$ cat config.mk
export PLATFORM = sky130hd
export DESIGN_NAME = handshake_burst_src
export DESIGN_NICKNAME = d
export VERILOG_FILES = /design/src/rtl/handshake_burst_src.sv
export SDC_FILE = /design/constraint.sdc
export NUM_CORES = 1
export LEC_CHECK = 0
export CORE_MARGIN = 4
export CORE_UTILIZATION = 50
export DETAILED_ROUTE_END_ITERATION = 6
export PLACE_DENSITY = 0.81
export REMOVE_ABC_BUFFERS = 1
export SLEW_MARGIN = 20
export SYNTH_ARGS = -nofsm -noshare
export SYNTH_HDL_FRONTEND = slang
export SYNTH_SLANG_ARGS = --single-unit
$ cat constraint.sdc
create_clock -name clk -period 4.1 [get_ports clk]
set_input_delay 0.615 -clock clk [delete_from_list [all_inputs] [get_ports clk]]
set_output_delay 0.615 -clock clk [all_outputs]
set_load 0.01 [all_outputs]
$ cat src/rtl/handshake_burst_src.sv
// ============================================================================
//  Module      : handshake_burst_src
//  Description : Valid/ready burst source. Accepts one command (base, length,
//                trailing gap) and emits LEN+1 incrementing beats, holding
//                each beat stable under backpressure, followed by an
//                optional idle gap before the next command is accepted.
//  Revision    : 1.0 - initial release
// ============================================================================
`default_nettype none

module handshake_burst_src #(
   parameter int WIDTH = 32,
   parameter int LEN_W = 8,
   parameter int GAP_W = 4
) (
   input  logic             clk,
   input  logic             rst,
   // command side
   input  logic             cmd_valid_i,
   output logic             cmd_ready_o,
   input  logic [WIDTH-1:0] cmd_base_i,
   input  logic [LEN_W-1:0] cmd_len_i,
   input  logic [GAP_W-1:0] cmd_gap_i,
   // stream side
   output logic             valid_o,
   input  logic             ready_i,
   output logic [WIDTH-1:0] data_o,
   output logic             last_o,
   output logic             done_o,
   output logic [LEN_W-1:0] beat_cnt_o
);

   typedef enum logic [1:0] {
      ST_IDLE = 2'd0,
      ST_SEND = 2'd1,
      ST_GAP  = 2'd2
   } state_t;

   state_t           state;
   logic [LEN_W-1:0] len_q;     // beats minus one of the burst in flight
   logic [GAP_W-1:0] gap_cnt;   // latched gap, then counts down in ST_GAP

   logic             beat_xfer;
   logic [LEN_W-1:0] cnt_next;

   // A beat leaves only on the valid/ready handshake.
   assign beat_xfer = valid_o && ready_i;
   // beat_cnt_o is always below len_q when a non-last beat moves, so no wrap.
   assign cnt_next  = beat_cnt_o + 1'b1;

   // Burst sequencer: all outputs are registered here.
   always_ff @(posedge clk) begin
      if (rst) begin
         state       <= ST_IDLE;
         cmd_ready_o <= 1'b0;
         valid_o     <= 1'b0;
         data_o      <= '0;
         last_o      <= 1'b0;
         done_o      <= 1'b0;
         beat_cnt_o  <= '0;
         len_q       <= '0;
         gap_cnt     <= '0;
      end else begin
         // done_o is a single-cycle pulse unless re-asserted below.
         done_o <= 1'b0;

         case (state)
            ST_IDLE: begin
               valid_o <= 1'b0;
               if (cmd_valid_i && cmd_ready_o) begin
                  // Fields are captured here only; later changes are ignored.
                  len_q       <= cmd_len_i;
                  gap_cnt     <= cmd_gap_i;
                  cmd_ready_o <= 1'b0;
                  valid_o     <= 1'b1;
                  data_o      <= cmd_base_i;
                  beat_cnt_o  <= '0;
                  last_o      <= (cmd_len_i == '0);
                  state       <= ST_SEND;
               end else begin
                  // Also covers the first cycle out of reset.
                  cmd_ready_o <= 1'b1;
               end
            end

            ST_SEND: begin
               if (beat_xfer) begin
                  if (last_o) begin
                     valid_o <= 1'b0;
                     last_o  <= 1'b0;
                     data_o  <= '0;
                     done_o  <= 1'b1;
                     if (gap_cnt == '0) begin
                        cmd_ready_o <= 1'b1;
                        state       <= ST_IDLE;
                     end else begin
                        state <= ST_GAP;
                     end
                  end else begin
                     // Back-to-back beats, no bubble.
                     data_o     <= data_o + 1'b1;
                     beat_cnt_o <= cnt_next;
                     last_o     <= (cnt_next == len_q);
                  end
               end
               // Without a handshake every stream output simply holds.
            end

            ST_GAP: begin
               // The done cycle is the first idle cycle, so the ready
               // rises after exactly gap_cnt cycles from the last transfer.
               if (gap_cnt == {{(GAP_W-1){1'b0}}, 1'b1}) begin
                  cmd_ready_o <= 1'b1;
                  state       <= ST_IDLE;
               end else begin
                  gap_cnt <= gap_cnt - 1'b1;
               end
            end

            default: begin
               state       <= ST_IDLE;
               cmd_ready_o <= 1'b0;
               valid_o     <= 1'b0;
               last_o      <= 1'b0;
               data_o      <= '0;
               beat_cnt_o  <= '0;
            end
         endcase
      end
   end

endmodule

`default_nettype wire

Word-level counts from Yosys, hierarchy flattened. Index checks and enable logic that the tools add are counted.

Flip-flop bits (word level): 58. Latch bits: 0. Bits in writable memories: 0. Bits in read-only memories: 0. Bits of input ports: 48. Output and inout bits: 44. Logic and storage cells: 72. Memories kept: 0.

Add/sub/neg operators: 3. $mul: 0. Div/mod/pow operators: 0. Order comparisons: 0. Equal/unequal tests: 11. Shift operators: 0. Multiplexer cells: 32. Bitwise operators: 3. Reductions and logical operators: 14.

Operators with widths (count): $mux 32 (3); $pmux 32 s3 (1); $add 32x1->32 const B (1); $mux 8 (3); $pmux 8 s3 (1); $ne 2x2->1 const B (7); $mux 1 (12); $reduce_and 4->1 (3); $mux 2 (5); $pmux 1 s3 (3); $reduce_and 3->1 (3); $add 8x1->8 const B (1); $eq 8x8->1 (1); $logic_not 8->1 (1); $mux 4 (2); $pmux 4 s2 (1); $pmux 2 s3 (1); $eq 4x1->1 const B (1); $logic_not 4->1 (1); $sub 4x1->4 const B (1); $not 1->1 (3); $reduce_or 3->1 (1); $eq 2x1->1 const B (1); $eq 2x2->1 const B (1); other kinds (4) (5).

Depth between registers and ports, before layout.
Word-level depth: 5. Gate-level depth with buffers: 10. Gate-level depth less buffers: 7.

Worst setup path before layout. Ideal clock, no wire load.

Path type: register -> register. Start: register state[0]. End: register data_o[13]. Library setup time: 0.130 ns. Arrival: 1.791 ns. Required time: 3.970 ns. Slack: 2.179 ns. Stages on the path, launching flop included: 9. Path buffers: 2. Period minus slack after synthesis: 1.921 ns. Cells stage by stage: dfxtp_1 -> inv_1 -> ha_1 -> buf_6 -> a21boi_4 -> a211o_1 -> buf_2 -> o311ai_0 -> o22ai_1.

Longest elaborated chain between the ends: 3. Elaborated cells on any way between the ends: 8. Classes of those cells: 4 x eq/ne; 1 x mux; 1 x bitwise; 2 x reduce/logical.

RTL lines: start: declaration (RTL line 39) `state_t state;`; start signal: assignment (RTL line 54) `state <= ST_IDLE;`; start signal: assignment (RTL line 79) `state <= ST_SEND;`; start signal: assignment (RTL line 95) `state <= ST_IDLE;`; $eq 2x1->1, or another cell as far along (RTL line 67) `case (state)`; $ne 2x2->1 (no source line) or $not 1->1 (tied branches); $reduce_and 3->1 (no source line); end signal: assignment (RTL line 76) `data_o <= cmd_base_i;`; end signal: assignment (RTL line 101) `data_o <= data_o + 1'b1;`; end: declaration (RTL line 27) `output logic [WIDTH-1:0] data_o,`.

Parallel ways exist; a longest one is shown, timed or not. A chain may end at the register's enable or synchronous reset.

Final worst setup path.
Start: register state[1]. End: register data_o[19].

The elaborated chain is that of the path after synthesis.

==> load_flow_metrics.sql <==
INSERT INTO impl_metrics (metric_group, metric, value, unit) VALUES
('cells_and_area', 'leading_cell_type_in_the_layout_fill_and_taps_excluded', 'clkdlybuf4s50_1', ''),
('die', 'total_i_o_pin_count', '92', ''),
('clock_tree', 'cts_buffer_depth', '2', ''),
('route', 'drt-wirelength-per-cell', '16.7', 'µm'),
('yosys', 'synth_largest_type_area_fraction', '32.1', '%'),
('yosys', 'synth_warnings', '0', ''),
('setup_path', 'critPathMaxFanout', '26', ''),
('yosys', 'sequential_share_of_the_synthesized_area', '32.1', '%'),
('sta', 'worst_clock_skew', '0.00996', 'ns'),
('yosys', 'synthesis.instances', '470', ''),
('placed_design', 'placed_area', '4540', 'µm²'),
('setup_path', 'crit_path_start_kind', 'flop', ''),
('route', 'initialDrtViolationCount', '287', ''),
('grt', 'pin_count_of_the_biggest_net_entering_global_routing', '44', ''),
('clock_tree', 'cts-buffers-inserted', '9', ''),
('clock_tree', 'cts-hold-fix-buffers', '0', ''),
('yosys', 'yosys_reg_bits', '58', ''),
('sta', 'final_min_period_over_clock_period', '64.4', '%'),
('grt', 'via_count_of_the_first_global_routing_pass', '3806', ''),
('yosys', 'netlist_top_cells_area', 'dfxtp_1 32%, a21oi_1 6.8%, nand2_1 5.2%', ''),
('job', 'max_cap_violations', '0', ''),
('grt', 'global_route.overflow_total', '0', ''),
('cells_and_area', 'share_of_final_layout_standard_cells_stronger_than_drive_strength_1', '5.65', '%'),
('pwr', 'powerDensity', '436', 'nW/µm²'),
('cells_and_area', 'final_core_utilization', '68.7', '%'),
('setup_path', 'critical_path_cell_with_the_highest_stage_delay', 'nand2b_1', ''),
('clock_tree', 'post_cts_setup_buffer_count', '0', ''),
('pwr', 'total_power_after_layout', '2.07', 'mW'),
('worst_hold_path', 'holdCritPathClass', 'flop to flop', ''),
('setup_path', 'critPathCaptureType', 'flop', ''),
('route', 'detail_route.first_pass.iterations', '5', ''),
('yosys', 'synth.lib_cells_used.distinct', '58', ''),
('cells_and_area', 'antenna_cells_inserted', '0', ''),
('clock_tree', 'clock_tree.root_cell', 'clkbuf_8', ''),
('clock_tree', 'htree_num_levels', '3', ''),
('yosys', 'synthArstFlopShare', '0', '%'),
('die', 'die-width', '93.1', 'µm'),
('pwr', 'cellLeakagePower', '1.72', 'nW'),
('setup_path', 'worst_ep_required_time', '4.37', 'ns'),
('route', 'ant_nets', '0', ''),
('clock_tree', 'cts_tree', 'yes', ''),
('sta', 'final.setup.tns', '0', 'ns'),
('yosys', 'postSynth.topFlopCell', 'dfxtp_1', ''),
('setup_path', 'worst_endpoint_data_arrival_time', '2.91', 'ns'),
('sta', 'final_hold_viols', '0', ''),
('cells_and_area', 'final_layout_net_count', '601', ''),
('sta', 'fmax', '379', 'MHz'),
('route', 'totalWireLength', '10800', 'µm'),
('placed_design', 'dpl.hpwl', '7450', 'µm'),
('cells_and_area', 'commonest_non_fill_non_tap_cells_in_the_layout', '90 x clkdlybuf4s50_1, 58 x dfxtp_1, 50 x nand2_1, 49 x a21oi_1, 42 x nor2_1', ''),
('sta', 'final_max_slew_viol_count', '0', ''),
('sta', 'setup_violations', '0', ''),
('yosys', 'cell_area_after_synthesis', '3620', 'µm²'),
('status', 'run_status', 'completed', ''),
('yosys', 'synth-edff-count', '0', ''),
('setup_path', 'cpLargestDelayFamily', 'simple AND/OR/NAND/NOR gates', ''),
('die', 'initial_utilization', '52.4', '%'),
('sta', 'final_period_minus_worst_setup_slack', '2.64', 'ns'),
('clock_tree', 'clock_latency', '0.34', 'ns'),
('setup_path', 'worst-path-buf-inv', '1', ''),
('route', 'num_vias', '3935', ''),
('placed_design', 'post-place-cells', '630', ''),
('placed_design', 'buffer_ports.inserted', '91', ''),
('grt', 'wire_length_of_the_first_global_routing_pass', '17600', 'µm'),
('setup_path', 'reg2reg_slack', '1.46', 'ns'),
('setup_path', 'slowest_delay', '0.71', 'ns'),
('die', 'die_area', '8670', 'µm²'),
('cells_and_area', 'fin_area', '4750', 'µm²'),
('sta', 'grt_setup_unrepaired', 'no', ''),
('clock_tree', 'clock_slew_seen_by_the_registers_of_the_worst_setup_and_hold_paths', '0.07', 'ns'),
('cells_and_area', 'layout-area-overhead-vs-synth', '31.1', '%');
where the power goes:
part           total (mW)  switching (mW)  leakage [nW]  internal [mW]
combinational       0.737           0.390          1.14          0.346
sequential          0.783           0.132         0.473          0.651
clock               0.550           0.223         0.106          0.326
total                2.07           0.746          1.72           1.32
layer usage:
metal | up-vias | share of wire [%] | track usage (%)
li1 | 1881 | - | -
met1 | 1869 | 43 | 31.0
met2 | 167 | 47 | 40.6
met3 | 18 | 7.7 | 6.52
met4 | 0 | 1.8 | 9.65
met5 | - | 0 | 0
kinds of logic after synthesis:
| kind of cell | share of synthesized area (%) |
|---|---|
| AO/OA/AOI/OAI | 25.0 |
| XOR/XNOR | 5.81 |
| flip-flops | 32.1 |
| AND/OR/NAND/NOR | 28.1 |
| adder cells (fa/ha/maj) | 2.76 |
| multiplexers | 0.587 |
| buffers and inverters | 5.67 |
Yosys cell counts (3+ instances only):
library cell   n
inv_1         15
a32o_1         3
o31a_1         3
a221oi_1       5
ha_1           8
a31oi_1        7
a22oi_1        5
nand3_1       20
nand2_1       50
nor2_1        42
clkbuf_1      17
o32ai_1        5
and3_1        16
o21ai_0       19
or3_1          6
nor2b_1        3
dfxtp_1       58
a211oi_1       3
xor2_1        17
nand2b_1       8
a32oi_1        5
a21oi_1       49
nand4_1       11
o22ai_1       12
nor4_1         5
buf_2         13
xnor2_1        7
nor3_1        15
a22o_1         3
sequential cells by signal (all words and copies together), names as in the netlist:
register	count
beat_cnt_o	8
state	2
valid_o	1
gap_cnt	4
len_q	8
cmd_ready_o	1
last_o	1
data_o	32
done_o	1
cell type report:
class	instances	area [µm²]	area share [%]
multi-input combinational	364	2250	47.5
sequential	58	1160	24.5
timing repair buffer	97	951	20.0
clock buffer	13	169	3.56
tap	96	120	2.53
inverter	15	56.3	1.19
clock inverter	2	35.0	0.738
per-stage QoR:
stage	hold slack (ns)	setup WS, ns
final	0.479	1.46
after global routing	0.505	1.30
after CTS	0.480	1.51
after detailed placement	0.470	1.24
after global placement	0.461	1.31
after floorplan	0.442	1.49
worst paths after layout:
kind	end	start	depth (start not counted)
min	len_q[3]	len_q[3]	2
max	data_o[19]	state[1]	7
min reg2reg	len_q[3]	len_q[3]	2
max reg2reg	data_o[19]	state[1]	7
tightest hold or removal path, delay by kind of cell (launching register included):
| family | cells | cell delay (ns) |
|---|---|---|
| DFF | 1 | 0.32 |
| and+or+nand+nor | 1 | 0.06 |
| AOI/OAI and AO/OA | 1 | 0.05 |
Power figures use the tool's default switching activity.
